[src/rtl/qe_mac_pkg.sv]
// Shared constants and sideband payload for the quadratic / MAC pipeline.
package qe_mac_pkg;

    localparam logic MODE_QUAD = 1'b0;
    localparam logic MODE_MAC  = 1'b1;

    localparam int unsigned DEF_DATA_W = 8;
    localparam int unsigned DEF_RES_W  = 16;
    localparam int unsigned DEF_CNT_W  = 8;

    typedef struct packed {
        logic valid;
        logic mode;
        logic last;
    } qe_side_t;

endpackage

[src/rtl/qe_sat_add.sv]
// Unsigned W-bit adder with carry-out, overflow chaining and optional clamp to all-ones.
module qe_sat_add #(
    parameter int unsigned W     = 16,
    parameter bit          CLAMP = 1'b1
) (
    input  logic [W-1:0] a,
    input  logic [W-1:0] b,
    input  logic         ovf_in,
    output logic [W-1:0] sum_c,
    output logic         ovf_c
);

    logic [W:0] full;

    always_comb begin
        full  = {1'b0, a} + {1'b0, b};
        ovf_c = full[W] | ovf_in;
        sum_c = (CLAMP && ovf_c) ? '1 : full[W-1:0];
    end

endmodule

[src/rtl/qe_mac_pipe.sv]
// Three-stage pipeline: per-beat quadratic a*x^2+b*x+c, or multi-beat sum of a*x terms.
module qe_mac_pipe
    import qe_mac_pkg::*;
#(
    parameter int unsigned DATA_W   = DEF_DATA_W,
    parameter int unsigned RES_W    = DEF_RES_W,
    parameter int unsigned CNT_W    = DEF_CNT_W,
    parameter bit          SATURATE = 1'b1
) (
    input  logic              clk,
    input  logic              reset,
    input  logic              valid_in,
    input  logic              last_input,
    input  logic              mode,
    input  logic [DATA_W-1:0] in_a,
    input  logic [DATA_W-1:0] in_b,
    input  logic [DATA_W-1:0] in_c,
    input  logic [DATA_W-1:0] in_x,
    output logic              valid_out,
    output logic [RES_W-1:0]  result,
    output logic              overflow,
    output logic [CNT_W-1:0]  term_count,
    output logic              out_mode
);

    localparam int unsigned P_W    = 2 * DATA_W;
    localparam int unsigned S_W    = P_W + 1;
    localparam int unsigned Q_W    = 3 * DATA_W;
    localparam int unsigned F_W    = Q_W + 1;
    localparam int unsigned WIDE_W = (F_W > RES_W) ? F_W : RES_W;

    qe_side_t s1_side_q, s1_side_d, s2_side_q, s2_side_d;
    logic [P_W-1:0]    s1_xx_q, s1_xx_d, s1_ax_q, s1_ax_d, s1_bx_q, s1_bx_d;
    logic [DATA_W-1:0] s1_a_q, s1_a_d, s1_c_q, s1_c_d;
    logic [Q_W-1:0]    s2_axx_q, s2_axx_d;
    logic [S_W-1:0]    s2_bxc_q, s2_bxc_d;
    logic [P_W-1:0]    s2_ax_q, s2_ax_d;
    logic [RES_W-1:0]  acc_q, acc_d;
    logic              sticky_q, sticky_d;
    logic [CNT_W-1:0]  cnt_q, cnt_d, cnt_inc;
    logic              valid_out_q, valid_out_d, overflow_q, overflow_d, out_mode_q, out_mode_d;
    logic [RES_W-1:0]  result_q, result_d;
    logic [CNT_W-1:0]  term_count_q, term_count_d;

    logic [WIDE_W-1:0] axx_w, bxc_w, ax_w;
    logic [RES_W-1:0]  quad_sum, acc_sum;
    logic              quad_ovf, acc_ovf;

    // Operands wider than RES_W are split into a low part and an "already too big" flag.
    always_comb begin
        axx_w = WIDE_W'(s2_axx_q);
        bxc_w = WIDE_W'(s2_bxc_q);
        ax_w  = WIDE_W'(s2_ax_q);
    end

    qe_sat_add #(.W(RES_W), .CLAMP(SATURATE)) u_quad_add (
        .a      (RES_W'(axx_w)),
        .b      (RES_W'(bxc_w)),
        .ovf_in ((|(axx_w >> RES_W)) | (|(bxc_w >> RES_W))),
        .sum_c  (quad_sum),
        .ovf_c  (quad_ovf)
    );

    qe_sat_add #(.W(RES_W), .CLAMP(SATURATE)) u_acc_add (
        .a      (acc_q),
        .b      (RES_W'(ax_w)),
        .ovf_in (sticky_q | (|(ax_w >> RES_W))),
        .sum_c  (acc_sum),
        .ovf_c  (acc_ovf)
    );

    always_comb begin
        s1_side_d.valid = valid_in;
        s1_side_d.mode  = mode;
        s1_side_d.last  = valid_in & last_input;
        s1_xx_d  = P_W'(in_x) * P_W'(in_x);
        s1_ax_d  = P_W'(in_a) * P_W'(in_x);
        s1_bx_d  = P_W'(in_b) * P_W'(in_x);
        s1_a_d   = in_a;
        s1_c_d   = in_c;

        s2_side_d = s1_side_q;
        s2_axx_d  = Q_W'(s1_a_q) * Q_W'(s1_xx_q);
        s2_bxc_d  = S_W'(s1_bx_q) + S_W'(s1_c_q);
        s2_ax_d   = s1_ax_q;

        cnt_inc      = (&cnt_q) ? cnt_q : cnt_q + CNT_W'(1);
        acc_d        = acc_q;
        sticky_d     = sticky_q;
        cnt_d        = cnt_q;
        valid_out_d  = 1'b0;
        result_d     = result_q;
        overflow_d   = overflow_q;
        term_count_d = term_count_q;
        out_mode_d   = out_mode_q;

        if (s2_side_q.valid) begin
            if (s2_side_q.mode == MODE_QUAD) begin
                valid_out_d  = 1'b1;
                result_d     = quad_sum;
                overflow_d   = quad_ovf;
                term_count_d = CNT_W'(1);
                out_mode_d   = MODE_QUAD;
            end else if (s2_side_q.last) begin
                valid_out_d  = 1'b1;
                result_d     = acc_sum;
                overflow_d   = acc_ovf;
                term_count_d = cnt_inc;
                out_mode_d   = MODE_MAC;
                acc_d        = '0;
                sticky_d     = 1'b0;
                cnt_d        = '0;
            end else begin
                acc_d    = acc_sum;
                sticky_d = acc_ovf;
                cnt_d    = cnt_inc;
            end
        end
    end

    always_ff @(posedge clk or negedge reset) begin
        if (!reset) begin
            s1_side_q    <= '0;
            s1_xx_q      <= '0;
            s1_ax_q      <= '0;
            s1_bx_q      <= '0;
            s1_a_q       <= '0;
            s1_c_q       <= '0;
            s2_side_q    <= '0;
            s2_axx_q     <= '0;
            s2_bxc_q     <= '0;
            s2_ax_q      <= '0;
            acc_q        <= '0;
            sticky_q     <= 1'b0;
            cnt_q        <= '0;
            valid_out_q  <= 1'b0;
            result_q     <= '0;
            overflow_q   <= 1'b0;
            term_count_q <= '0;
            out_mode_q   <= 1'b0;
        end else begin
            s1_side_q    <= s1_side_d;
            s1_xx_q      <= s1_xx_d;
            s1_ax_q      <= s1_ax_d;
            s1_bx_q      <= s1_bx_d;
            s1_a_q       <= s1_a_d;
            s1_c_q       <= s1_c_d;
            s2_side_q    <= s2_side_d;
            s2_axx_q     <= s2_axx_d;
            s2_bxc_q     <= s2_bxc_d;
            s2_ax_q      <= s2_ax_d;
            acc_q        <= acc_d;
            sticky_q     <= sticky_d;
            cnt_q        <= cnt_d;
            valid_out_q  <= valid_out_d;
            result_q     <= result_d;
            overflow_q   <= overflow_d;
            term_count_q <= term_count_d;
            out_mode_q   <= out_mode_d;
        end
    end

    assign valid_out  = valid_out_q;
    assign result     = result_q;
    assign overflow   = overflow_q;
    assign term_count = term_count_q;
    assign out_mode   = out_mode_q;

endmodule
[config.mk]
export PLATFORM = sky130hd
export DESIGN_NAME = qe_mac_pipe
export DESIGN_NICKNAME = d
export VERILOG_FILES = /design/src/rtl/qe_mac_pkg.sv /design/src/rtl/qe_sat_add.sv /design/src/rtl/qe_mac_pipe.sv
export SDC_FILE = /design/constraint.sdc
export NUM_CORES = 1
export LEC_CHECK = 0
export CORE_MARGIN = 10
export CORE_UTILIZATION = 25
export CTS_CLUSTER_SIZE = 28
export DETAILED_ROUTE_END_ITERATION = 8
export GPL_ROUTABILITY_DRIVEN = 0
export PLACE_DENSITY_LB_ADDON = 0.05
export SLEW_MARGIN = 5
export SYNTH_ARGS = -nofsm -noshare
export SYNTH_HDL_FRONTEND = slang
export SYNTH_SLANG_ARGS = --single-unit
[constraint.sdc]
create_clock -name clk -period 5.26 [get_ports clk]
set_clock_uncertainty 0.15 [all_clocks]
set_input_delay 1.052 -clock clk [delete_from_list [all_inputs] [get_ports clk]]
set_output_delay 1.052 -clock clk [all_outputs]
set_load 0.02 [all_outputs]
==> results of run 1 <==
==> Yosys cell counts (3+ instances only) <==
library cell / number
inv_1: 249
and2_1: 185
ha_1: 184
fa_1: 180
nand2_1: 180
dfrtp_1: 178
o21ai_0: 87
nor2_1: 68
xnor2_1: 66
a21oi_1: 56
clkbuf_1: 37
xor2_1: 28
a21o_1: 25
nand3_1: 25
nor2b_1: 21
nor3_1: 20
a211oi_1: 14
nand2b_1: 11
and3_1: 9
nand4_1: 9
or3_1: 9
a21boi_0: 7
a31oi_1: 7
o21a_1: 7
o211ai_1: 6
o21bai_1: 6
o22ai_1: 5
o31ai_1: 5
or2_2: 5
a41oi_1: 4
mux2i_1: 4
o31a_1: 4
buf_2: 3
nor4_1: 3
o21ai_1: 3
==> logic make-up after synthesis <==
family                     Yosys count  share of synthesized area
and+or+nand+nor                    551                      0.166
adders and majority gates          364                      0.351
buffers and inverters              293                     0.0666
AOI/OAI and AO/OA                  260                     0.0980
DFF                                178                      0.265
xor gates and xnor gates            94                     0.0490
muxes                                6                    0.00372
other                                2                   0.000447
==> power by group <==
part | total, µW | switching, µW | internal, µW
clock | 1380 | 640 | 736
combinational | 10800 | 5840 | 4970
sequential | 2350 | 389 | 1960
total | 14500 | 6870 | 7660
==> final cells by class <==
type | count | share of cell area
clock inverter | 15 | 0.0106
timing repair buffer | 190 | 0.0826
inverter | 249 | 0.0467
tap | 864 | 0.0540
sequential | 178 | 0.222
multi-input combinational | 1280 | 0.562
clock buffer | 17 | 0.0213
==> registers in the layout, summed over array words and instances (netlist names), 15 cells and up <==
signal    cells
s2_axx_q     24
s2_bxc_q     17
acc_q        16
result       16
s1_ax_q      16
s1_bx_q      16
s2_ax_q      16
s1_xx_q      15
==> per-stage QoR <==
step	utilization	worst slack, ns	hold WS (ns)	std cells
finish	0.302	0.244	0.202	2793
global route	0.302	0.00332	0.213	2793
CTS	0.302	0.131	0.204	2793
detailed placement	0.292	-0.307	0.185	2761
global placement	0.292	-0.218	0.186	2761
floorplan	-	0.126	0.181	1751
==> final timing paths <==
path	endpoint	slack [ns]	cells past startpoint
worst max-delay path	s1_xx_q[13]	0.24	18
worst min-delay path	s2_ax_q[0]	0.20	0
worst max register to register	s2_axx_q[21]	0.28	17
worst min register to register	s2_ax_q[0]	0.20	0
max in group asynchronous	acc_q[5]	3.45	2
min in group asynchronous	s2_axx_q[23]	0.44	1
==> placed cells by master (no fill, tap or decap), types with 6 or more instances in the layout <==
cell type,n
clkbuf_16,17
ha_1,184
nor2_1,68
o21a_1,7
o211ai_1,6
clkdlybuf4s50_1,62
a21oi_1,56
xnor2_1,66
o21bai_1,6
nand4_1,9
a21o_1,25
xor2_1,28
a31oi_1,7
nand3_1,25
and2_1,185
inv_1,249
dfrtp_1,178
nor3_1,20
inv_8,7
and3_1,9
nor2b_1,21
a211oi_1,14
buf_4,121
fa_1,180
or3_1,9
nand2_1,180
nand2b_1,11
o21ai_0,85
==> layer usage <==
layer / GRT usage / wire length, µm
met5: 0 / 0
met4: 0.0319 / 595
met3: 0.0119 / 813
met2: 0.178 / 18700
met1: 0.175 / 24500
==> out/metrics.csv, run 1 <==
metric,value,unit
status,"complete, no violations",
"critical path, cell by cell",clkdlybuf4s50_1 -> buf_12 -> buf_6 -> inv_1 -> fa_1 -> inv_1 -> fa_1 -> ha_1 -> fa_1 -> ha_1 -> a21o_1 -> a21oi_1 -> o21bai_1 -> a21oi_1 -> o21ai_0 -> a41oi_1 -> nor2b_1 -> xnor2_1,
port buffer count,63,
crit start category,primary input,
Worst Setup SP,in_x[2],
PD cells,726,nW/µm²
NumNets Final,2317,
HP Start,s1_ax_q[0],
Max Slew Vio Count,0,
Post-synth EDFFs,0,
number of hold buffers added after CTS,0,
Synth cell types,62,
RSZ-0062 raised after global routing,false,
total negative slack,0,ns
Rel. slew slack,0.266,
clock buffer depth,2,
Final setup viols,0,
Final Cycle Share,0.954,
"slowest stage cell, crit path",clkdlybuf4s50_1,
TritonCTS buffer count,17,
WS Path Type,primary input to flip-flop,
num rows,94,
Post-DP Area,19400,µm²
largest net degree at the start of global routing,109,
layout cell share with drive strength beyond 1,0.0918,
CP max FO,15,
Synth top area share,0.265,
Worst EP required,5.48,ns
Multi-input gate area,11300,µm²
worst vdd ir,0.516,mV
global-route wire length before repair,73.1,mm
Die ar.,78000,µm²
hold crit path type,flip-flop to flip-flop,
Vias,11821,
Sequential Area,4450,µm²
post-synthesis cell count,1748,
number of global-route vias before repair,12847,
sequential area share after synthesis,0.265,
largest cells by area after synthesis,"dfrtp_1, fa_1, ha_1",
largest area contributor in the netlist,dfrtp_1,
DR WL/cell,16.0,µm
routed wire length,44.6,mm
Fin. Hold Viols,0,
fmax,199,MHz
Synth Cell Area,16800,µm²
clock sinks,178,
ys flop type,dfrtp_1,
reg2reg start,s1_a_q[3],
Die Width,279,µm
CTS tree,done,
Iter 0 DRT Violations,576,
postcts setup bufs,0,
Worst Setup End Kind,flip-flop,
"Clk pin slew, worst setup/hold paths",0.07,ns
#FFs+latches synth,178,
# diodes,0,
clock root cell,clkbuf_16,
Worst Tran Pin Value,1.09,ns
min cycle time layout,5.02,ns
io pins,64,
largest stage delay on the critical path,0.51,ns
post-DP HPWL,36.4,mm
vias per inst,4.23,
max-cap violations,0,
Finished Cell Area,20000,µm²
clk_lat worst skew,0.47,ns
"most used cell, CP",fa_1,
gr usage total,0.118,
syn_area_per_cell,9.61,µm²
Worst Path Arrival,5.24,ns
grt ovf,0,
leak pwr,0.00977,µW
Total Power,14500,µW
Initial Util,0.254,
CORE AREA,66200,µm²
Die H,279,µm
CP bufs+invs,5,
"Async S/R FF share, synth",1.00,
Remaining DRCs,0,
family with the most delay on the worst path,adder cells,
initial antenna violation count,2,
H-Tree Depth,4,
fillers,6931,
Synth Warn #,0,
first drt pass iteration count,4,
post-route ant nets,0,
Resized cells post-CTS,0,
Area Overhead vs Synth,19.1,%
Note: power is estimated with default switching activity, not from simulation.
==> run 2: changes to the inputs <==
CTS_BUF_LIST = sky130_fd_sc_hd__clkbuf_2   (was unset)
==> run 2 against run 1 <==
Against the previous run: register-to-register slack barely moved; via count hardly changed; global-route usage barely moved.
==> out/metrics.csv, run 2 (synthesis results as in run 1) <==
metric,value,unit,change
family with the most delay on the worst path,adder cells,,unchanged
grt ovf,0,,unchanged
Max Slew Vio Count,0,,unchanged
top flop regs,"s2_axx_q: 24 flops, s2_bxc_q: 17 flops",,unchanged
post-DP HPWL,36.4,mm,unchanged
hold crit path type,flip-flop to flip-flop,,unchanged
status,"complete, no violations",,unchanged
Worst Path Arrival,5.65,ns,was 5.24 ns
first drt pass iteration count,4,,unchanged
vias per inst,4.23,,about the same
Iter 0 DRT Violations,511,,was 576
Total Power,14000,µW,was 14500 µW
share of power burned in registers,0.167,,was 0.162
Fin. Hold Viols,0,,unchanged
Initial Util,0.254,,unchanged
CP bufs+invs,4,,was 5
TritonCTS buffer count,17,,unchanged
Int Power,7180,µW,was 7660 µW
"most used cell, CP",fa_1,,unchanged
largest net degree at the start of global routing,109,,unchanged
"Clk pin slew, worst setup/hold paths",0.31,ns,was 0.07 ns
num rows,94,,unchanged
clock root cell,clkbuf_2,,was clkbuf_16
Worst EP required,5.92,ns,was 5.48 ns
post-route worst setup slack,0.272,ns,was 0.244 ns
port buffer count,63,,unchanged
CORE AREA,66200,µm²,unchanged
layout cell share with drive strength beyond 1,0.0922,,was 0.0918
most frequent cells in the layout,"inv_1, and2_1, ha_1",,unchanged
min cycle time layout,4.99,ns,was 5.02 ns
RSZ-0062 raised after global routing,false,,unchanged
H-Tree Depth,4,,unchanged
Worst Setup End Kind,flip-flop,,unchanged
Rel. slew slack,0.237,,was 0.266
Remaining DRCs,0,,unchanged
Worst Tran Pin Value,1.13,ns,was 1.09 ns
Biggest register,s2_axx_q,,unchanged
DR WL/cell,15.9,µm,was 16.0 µm
Final setup viols,0,,unchanged
reg2reg setup slack,0.27,ns,was 0.28 ns
Vias,11811,,was 11821
clock buffer depth,2,,unchanged
worst vdd ir,0.522,mV,was 0.516 mV
NumNets Final,2318,,was 2317
combinational share of power,0.773,,was 0.744
fmax,200,MHz,was 199 MHz
initial antenna violation count,3,,was 2
max FFs per register,24,,unchanged
"critical path, cell by cell",buf_4 -> and2_1 -> fa_1 -> fa_1 -> fa_1 -> inv_1 -> fa_1 -> inv_1 -> ha_1 -> and3_1 -> a21oi_1 -> o21ai_2 -> a211oi_2 -> buf_4 -> or4b_2 -> nand4_1,,was clkdlybuf4s50_1 -> buf_12 -> buf_6 -> inv_1 -> fa_1 -> inv_1 -> fa_1 -> ha_1 -> fa_1 -> ha_1 -> a21o_1 -> a21oi_1 -> o21bai_1 -> a21oi_1 -> o21ai_0 -> a41oi_1 -> nor2b_1 -> xnor2_1
Area Overhead vs Synth,17.1,%,was 19.1%
Die Width,279,µm,unchanged
Clk network pwr share,0.060,,was 0.095
Placement Setup Slack,-0.307,ns,unchanged
Final Cycle Share,0.948,,was 0.954
crit start category,flip-flop,,was primary input
clock sinks,178,,unchanged
number of global-route vias before repair,12835,,was 12847
post-route ant nets,0,,unchanged
Switching Power,6810,µW,was 6870 µW
"slowest stage cell, crit path",or4b_2,,was clkdlybuf4s50_1
CP max FO,9,,was 15
clk_lat worst skew,0.87,ns,was 0.47 ns
gr usage total,0.118,,about the same
PD cells,711,nW/µm²,was 726 nW/µm²
CTS tree,done,,unchanged
routed wire length,44.5,mm,was 44.6 mm
leak pwr,0.00963,µW,was 0.00977 µW
global-route wire length before repair,73.0,mm,was 73.1 mm
switch share,0.487,,was 0.473
Die ar.,78000,µm²,unchanged
largest stage delay on the critical path,0.60,ns,was 0.51 ns
Die H,279,µm,unchanged
max-cap violations,0,,unchanged
io pins,64,,unchanged
WS Path Type,flip-flop to flip-flop,,was primary input to flip-flop
"commonest non-fill, non-tap cell in the layout",inv_1,,unchanged
==> run 2: cell types whose count changed in the layout (fill, tap and decap cells not counted), moves of 2 or more <==
cell,before,now
clkbuf_16,17,0
clkbuf_2,0,17
a21boi_0,5,7
a21boi_1,2,0
dfrtp_1,178,176
dfrtp_2,0,2
==> run 2: what timing repair did <==
action                                 in CTS  in global routing
hold buffers                                1                  0
setup endpoints to repair                   0                  4
endpoints found under the hold margin      70                  0
gates resized for setup                     0                  3
buffers inserted                            0                  0
==> run 2: metrics by stage <==
stage	utilization	setup TNS [ns]	hold WS (ns)	area (µm²)	std cells
after global routing	0.297	0	0.235	19700	2795
after CTS	0.297	0	0.244	19700	2794
final	0.297	0	0.232	19700	2795
after detailed placement	0.292	-2.99	0.185	19400	2761
after global placement	0.292	-2.22	0.186	19400	2761
after floorplan	-	0	0.181	16800	1751
==> run 2: path summary, 6_finish.rpt <==
path / startpoint / cells after the start / endpoint
worst max-delay path: s1_a_q[6] / 16 / s2_axx_q[21]
worst min-delay path: s1_ax_q[3] / 0 / s2_ax_q[3]
worst max register to register: s1_a_q[6] / 16 / s2_axx_q[21]
worst min register to register: s1_ax_q[3] / 0 / s2_ax_q[3]
max in group asynchronous: reset / 3 / s1_a_q[2]
min in group asynchronous: reset / 2 / s2_axx_q[23]
==> run 2: power groups by stage <==
stage | Sequential (µW) | Combinational (µW) | Clock [µW]
floorplan | 2240 | 7620 | 0
global placement | 2390 | 10900 | 0
detailed placement | 2390 | 10900 | 0
CTS | 2350 | 11000 | 897
global route | 2410 | 12400 | 956
finish | 2340 | 10800 | 840
==> run 2: metal layers <==
| layer | GRT usage | up-vias | part of all wire |
|---|---|---|---|
| met5 | 0 | - | 0 |
| met4 | 0.0291 | 0 | 0.012 |
| met3 | 0.0133 | 23 | 0.018 |
| met2 | 0.178 | 117 | 0.42 |
| met1 | 0.175 | 5686 | 0.55 |
| li1 | - | 5985 | - |
==> run 2: cell type report <==
| type | count | area [µm²] |
|---|---|---|
| diodes | 1 | 2.50 |
| clock buffers | 17 | 85.1 |
| clock inverters | 15 | 213 |
| fillers | 6963 | 46500 |
| inverters | 249 | 935 |
| multi-input cells | 1280 | 11200 |
| flip-flops and latches | 178 | 4460 |
| well taps | 864 | 1080 |
| repair buffers | 191 | 1660 |
